<file path="config.mk">
export PLATFORM = sky130hd
export DESIGN_NAME = crc16_frame_ctrl
export DESIGN_NICKNAME = d
export VERILOG_FILES = /design/src/rtl/crc16_frame_ctrl.sv
export SDC_FILE = /design/constraint.sdc
export NUM_CORES = 1
export LEC_CHECK = 0
export ABC_CLOCK_PERIOD_IN_PS = 2600
export CAP_MARGIN = 20
export CORE_ASPECT_RATIO = 1.1
export CORE_MARGIN = 4
export CORE_UTILIZATION = 40
export DETAILED_ROUTE_END_ITERATION = 8
export GPL_TIMING_DRIVEN = 0
export PLACE_DENSITY_LB_ADDON = 0.2
export SYNTH_ARGS = -nofsm -noshare
export SYNTH_HDL_FRONTEND = slang
export SYNTH_SLANG_ARGS = --single-unit
</file>
<file path="constraint.sdc">
create_clock -name clk -period 2.6 [get_ports clk]
set_clock_uncertainty 0.1 [all_clocks]
set_input_delay 0.26 -clock clk [delete_from_list [all_inputs] [get_ports clk]]
set_output_delay 0.26 -clock clk [all_outputs]
set_load 0.005 [all_outputs]
</file>
<file path="src/rtl/crc16_frame_ctrl.sv">
// crc16_frame_ctrl: frame sequencer in front of an external 8-bit parallel
// CRC-16 byte stage.
//
// The block passes a delimited byte stream through to its output. Every
// accepted byte is also presented to the byte stage, together with the running
// CRC. With APPEND=1 the final CRC goes out as two extra bytes, high byte first.
//
// The byte stage result comes back registered, one clock later, on crc_result.
// A bypass lets a byte be accepted on every clock: on the clock after a beat,
// the running CRC is taken straight from crc_result.
//
// Optional build macro: CRC_CHECK_EN
//   When defined, the appended CRC bytes are also fed to the byte stage. The
//   CRC that results is compared against CHECK_RESIDUE, and crc_err pulses
//   together with crc_done on a mismatch. With APPEND=1 the crc_done and
//   crc_err pulses therefore come one clock later than in the default build,
//   because the residue only arrives after the low CRC byte.
//   When undefined, crc_err is tied low.
module crc16_frame_ctrl #(
  parameter logic [15:0] SEED          = 16'hFFFF,
  parameter logic [15:0] XOR_OUT       = 16'h0000,
  parameter bit          APPEND        = 1'b1,
  parameter logic [15:0] CHECK_RESIDUE = 16'h0000
) (
  input  logic        clk,
  input  logic        reset,
  input  logic        s_valid,
  output logic        s_ready,
  input  logic [7:0]  s_data,
  input  logic        s_last,
  output logic        m_valid,
  input  logic        m_ready,
  output logic [7:0]  m_data,
  output logic        m_last,
  output logic [7:0]  crc_byte,
  output logic [15:0] crc_state,
  input  logic [15:0] crc_result,
  output logic [15:0] crc_final,
  output logic        crc_done,
  output logic        crc_err
);

  typedef enum logic [2:0] {
    IDLE   = 3'd0,
    DATA   = 3'd1,
    CRC_HI = 3'd2,
    CRC_LO = 3'd3,
    DONE   = 3'd4
  } state_t;

  state_t      state;
  logic        pending;     // byte stage result on crc_result belongs to this frame
  logic        hi_entry;    // first clock in CRC_HI: final CRC only visible via bypass
  logic [15:0] crc_reg;
  logic [15:0] crc_hold;
  logic [15:0] fin;
  logic        s_beat;
  logic        stage_beat;  // a byte is handed to the byte stage this clock

`ifdef CRC_CHECK_EN
  logic        chk_pending; // residue of the appended bytes arrives this clock
`endif

  // Output steering, byte-stage feed and running-CRC bypass
  always_comb begin
    s_ready    = 1'b0;
    m_valid    = 1'b0;
    m_data     = 8'h00;
    m_last     = 1'b0;
    crc_byte   = 8'h00;
    // In IDLE the result from the previous frame's last byte is ignored.
    crc_state  = (state == IDLE || !pending) ? crc_reg : crc_result;
    fin        = crc_state ^ XOR_OUT;
    case (state)
      IDLE, DATA: begin
        s_ready = m_ready;
        m_valid = s_valid;
        m_data  = s_data;
        m_last  = APPEND ? 1'b0 : s_last;
        if (s_valid && m_ready) crc_byte = s_data;
      end
      CRC_HI: begin
        m_valid = 1'b1;
        m_data  = hi_entry ? fin[15:8] : crc_hold[15:8];
      end
      CRC_LO: begin
        m_valid = 1'b1;
        m_data  = crc_hold[7:0];
        m_last  = 1'b1;
      end
      default: ;
    endcase
    stage_beat = s_valid && s_ready;
`ifdef CRC_CHECK_EN
    // The appended CRC bytes keep running through the byte stage.
    if ((state == CRC_HI || state == CRC_LO) && m_ready) begin
      crc_byte   = m_data;
      stage_beat = 1'b1;
    end
`endif
  end

  assign s_beat = s_valid && s_ready;

`ifndef CRC_CHECK_EN
  // No residue checker in this build: constant-zero error flag.
  assign crc_err = |(CHECK_RESIDUE & 16'h0000);
`endif

  // Frame FSM, running CRC register and completion pulses
  always_ff @(posedge clk) begin
    if (reset) begin
      state     <= IDLE;
      crc_reg   <= SEED;
      pending   <= 1'b0;
      hi_entry  <= 1'b0;
      crc_final <= 16'h0000;
      crc_done  <= 1'b0;
`ifdef CRC_CHECK_EN
      crc_err     <= 1'b0;
      chk_pending <= 1'b0;
`endif
    end else begin
      crc_done <= 1'b0;
      hi_entry <= 1'b0;
      pending  <= stage_beat;
`ifdef CRC_CHECK_EN
      crc_err     <= 1'b0;
      chk_pending <= 1'b0;
`endif
      if (pending && state != IDLE) crc_reg <= crc_state;
      case (state)
        IDLE: begin
          crc_reg  <= SEED;
          hi_entry <= s_beat && s_last && APPEND;
          if (s_beat) begin
            if (s_last) state <= APPEND ? CRC_HI : DONE;
            else        state <= DATA;
          end
        end
        DATA: begin
          if (s_beat && s_last) begin
            if (APPEND) begin
              state    <= CRC_HI;
              hi_entry <= 1'b1;
            end else begin
              state <= DONE;
            end
          end
        end
        CRC_HI: begin
          if (m_ready) state <= CRC_LO;
        end
        CRC_LO: begin
          if (m_ready) begin
            state   <= IDLE;
            crc_reg <= SEED;
`ifdef CRC_CHECK_EN
            chk_pending <= 1'b1;
`else
            crc_final <= crc_hold;
            crc_done  <= 1'b1;
`endif
          end
        end
        DONE: begin
          state     <= IDLE;
          crc_reg   <= SEED;
          crc_final <= fin;
          crc_done  <= 1'b1;
`ifdef CRC_CHECK_EN
          crc_err <= (crc_state != CHECK_RESIDUE);
`endif
        end
        default: state <= IDLE;
      endcase
`ifdef CRC_CHECK_EN
      if (chk_pending) begin
        crc_final <= crc_hold;
        crc_done  <= 1'b1;
        crc_err   <= (crc_result != CHECK_RESIDUE);
      end
`endif
    end
  end

  // Final CRC snapshot so stalled CRC bytes stay stable
  always_ff @(posedge clk) begin
    if (hi_entry) crc_hold <= fin;
  end

endmodule

</file>
==> results of run 1 <==
[per-layer routing]
metal  share of wire [%]  routed length (µm)
met1                  45                2760
met2                  47                2870
met3                 6.0                 367
met4                 1.7                 104
met5                   0                   0
[kinds of logic (layout without fill, tap and decap cells)]
group                      count (synthesis)  in the layout  synth area share (%)
other                                      1              1                 0.159
DFF                                       53             53                  51.7
buffers and inverters                     34            120                  6.09
adders and majority gates                  6              6                  3.18
AOI/OAI and AO/OA                         72             72                  19.1
muxes                                     10             10                  4.34
and+or+nand+nor                           74             74                  15.5
[cell usage in the layout (no fill, tap or decap), drive strengths merged]
| cell type | n |
|---|---|
| nor2 | 13 |
| clkbuf | 14 |
| dlymetal6s2s | 1 |
| mux2i | 8 |
| mux2 | 2 |
| ha | 6 |
| a22oi | 8 |
| inv | 20 |
| o21ba | 2 |
| dlygate4sd2 | 6 |
| nand2 | 33 |
| nand3 | 1 |
| edfxtp | 16 |
| conb | 1 |
| and3b | 8 |
| nor3 | 2 |
| or2 | 1 |
| a211o | 1 |
| buf | 5 |
| or3b | 1 |
| and3 | 1 |
| clkdlybuf4s50 | 73 |
| o31ai | 5 |
| o211ai | 1 |
| a221oi | 1 |
| o32ai | 3 |
| a211oi | 8 |
| dfxtp | 37 |
| o21ai | 16 |
| clkinvlp | 1 |
| a21oi | 27 |
| and2 | 11 |
| nand2b | 3 |
[critical path: cells and delay by family, from the launching register on]
| kind | cells | cell delay (ns) |
|---|---|---|
| buffers and inverters | 4 | 0.85 |
| flip-flops | 1 | 0.37 |
| multiplexers | 1 | 0.25 |
| adder cells (fa/ha/maj) | 1 | 0.22 |
| AND/OR/NAND/NOR | 1 | 0.15 |
[metrics by stage]
stage	TNS [ns]	setup WS (ns)	instance area, µm²	hold slack, ns
after CTS	-0.0987	-0.0987	3380	0.358
after global placement	-0.162	-0.0410	3260	0.342
after detailed placement	-0.229	-0.0713	3260	0.346
after floorplan	0	0.697	2360	0.240
final	0	0.0993	3400	0.355
after global routing	-0.0109	-0.00572	3400	0.377
[power groups by stage]
stage / Clock (mW) / Combinational [mW] / Sequential [mW]
2_1_floorplan: 0 / 0.416 / 1.04
3_3_place_gp: 0 / 0.860 / 1.05
3_5_place_dp: 0 / 0.865 / 1.05
4_1_cts: 0.453 / 0.864 / 1.04
5_1_grt: 0.477 / 0.953 / 1.06
6_report: 0.447 / 0.866 / 1.04
[worst min-delay path by stage]
stage / startpoint / to / slack [ns]
final: crc_final[15] / crc_final[15] / 0.36
after global placement: crc_final[6] / crc_final[6] / 0.34
after global routing: crc_final[14] / crc_final[14] / 0.38
after CTS: crc_final[10] / crc_final[10] / 0.36
after detailed placement: crc_final[10] / crc_final[10] / 0.35
after floorplan: reset / pending / 0.24
[layout make-up]
cell class / instances / share of cell area, %
Clock buffer: 7 / 2.25
Tap cell: 77 / 2.83
Inverter: 20 / 2.21
Buffer: 12 / 1.99
Clock inverter: 1 / 0.221
Sequential cell: 53 / 36.3
Timing Repair Buffer: 80 / 23.4
Multi-Input combinational cell: 163 / 30.8
[repair_timing]
action	in CTS	in global routing
pin swaps	3	0
endpoints found under the setup margin	32	15
gates resized for setup	22	8
setup buffers	0	0
==> results.cfg, run 1 <==
[outcome]
status = finished clean

[timing]
min_period_ns = 2.50
rsz0062_at_grt = yes
slew_violations = 0
finalCritPeriodShare_pct = 96.2
max_freq_ghz = 0.400
setup_viol = 0
timing_hold_violations_final = 0

[die]
core_area_um2 = 5770
placementRows = 29
dieWidth_um = 81.3
die_h_um = 88.6
start_util_pct = 41.0
pin_count = 82
die_area_um2 = 7200

[synth]
synthFlopType = dfxtp_1
synth_top_cell_by_area = dfxtp_1
async_reset_ff_share_pct = 0
synth_enable_flop_cells = 16
syn_nets = 285
yosys-top-cells-area = dfxtp_1 (31%), edfxtp_1 (20%), a21oi_1 (5.7%)
yosysSeqAreaShare_pct = 51.7
syn_inst = 250
syn_avg_cell_area_um2 = 9.45
synth_commonest_cells = dfxtp_1 (37), nand2_1 (33), a21oi_1 (27), inv_1 (20)
yosys_warnings = 0
netlist_area_um2 = 2360
synth_top_cell_area_share_pct = 31.3
synth_cell_types = 32
synth.most_common_cell = dfxtp_1
ys_ff_latch = 53

[clocking]
cts_hold_buf = 0
cts.path.max_buffers = 2
cts_tree = done
htreeDepth = 2
clock_latency_ns = 0.30
clock_tree.root_cell = clkbuf_8
clk_pin_slew_worst_paths_ns = 0.09
clkSinkCount = 53
cts_buffers = 5

[detailed_routing]
routedWlPerCell_um = 14.8
dr.pass1.iters = 4
viasPerCell = 4.92
drc = 0
num_vias = 2032
routed_wl_um = 6100
drtIter0Drc = 155
ant_nets = 0

[critical_path]
cp.required_ns = 2.24
reg2reg_from = state[1]
arrival_ns = 2.14
cp-start-kind = flop
rr_endpoint = state[0]
endpoint = crc_state[5]
slowest_delay_ns = 0.46
cp_max_fo = 10
crit_path_cell_trace = inv_2 -> ha_2 -> nand2b_4 -> buf_6 -> mux2i_2 -> inv_1 -> clkdlybuf4s50_1
worstSetupPathType = reg2out
cp-end-kind = output port
ff2ff_path_depth = 6
worstSetupStartpoint = state[1]
r2r_slack_ns = 0.65
worst_path_max_delay_cell = clkdlybuf4s50_1

[global_routing]
grt_util_met3_pct = 3.16
grt_pass1_wl_um = 9740
grt_usage_pct = 17.6
grt_pass1_vias = 1951
gr-usage-met2_pct = 28.4
grt_max_degree = 18
busiest_layer = met2
antenna_found_initial = 0
grt_overflow = 0
met1_usage_pct = 23.8

[finish]
nets = 370
fillers = 528
drive_gt1_share_pct = 9.82
multi_input_area_um2 = 1050
seq_area_um2 = 1230
syn_to_final_growth_pct = 43.8
antenna_cells = 0
layoutNonFillerInstCount = 413
utilization_pct = 58.9

[power_and_ir_drop]
clkPwrFrac_pct = 19.0
power.internal_mw = 1.63
pwr-share-comb_pct = 36.7
power.total_mw = 2.36
max-vdd-ir-drop_mv = 0.406
p_leak_nw = 1.30
power_density_nw_per_um2 = 693
p_sw_share_pct = 30.8
p_switching_mw = 0.726
sequentialPowerShare_pct = 44.3

[worst_hold_path]
whs_path_depth = 2
hold_path_class = reg2reg

[placement]
place_inst = 407
hpwl_um = 4860
numPortBuffers = 80
place_congestion = 0.891

[job]
max-cap-violations = 0
No activity file was read; power rests on OpenSTA's default activity.
==> run 2, diff against run 1 <==
--- a/config.mk
+++ b/config.mk
@@ -12,6 +12,7 @@
 export CORE_UTILIZATION = 40
 export DETAILED_ROUTE_END_ITERATION = 8
 export GPL_TIMING_DRIVEN = 0
+export HOLD_SLACK_MARGIN = 0.03
 export PLACE_DENSITY_LB_ADDON = 0.2
 export SYNTH_ARGS = -nofsm -noshare
 export SYNTH_HDL_FRONTEND = slang
==> results of run 2 <==
No change in the layout: final DEF, timing and power equal those of run 1.
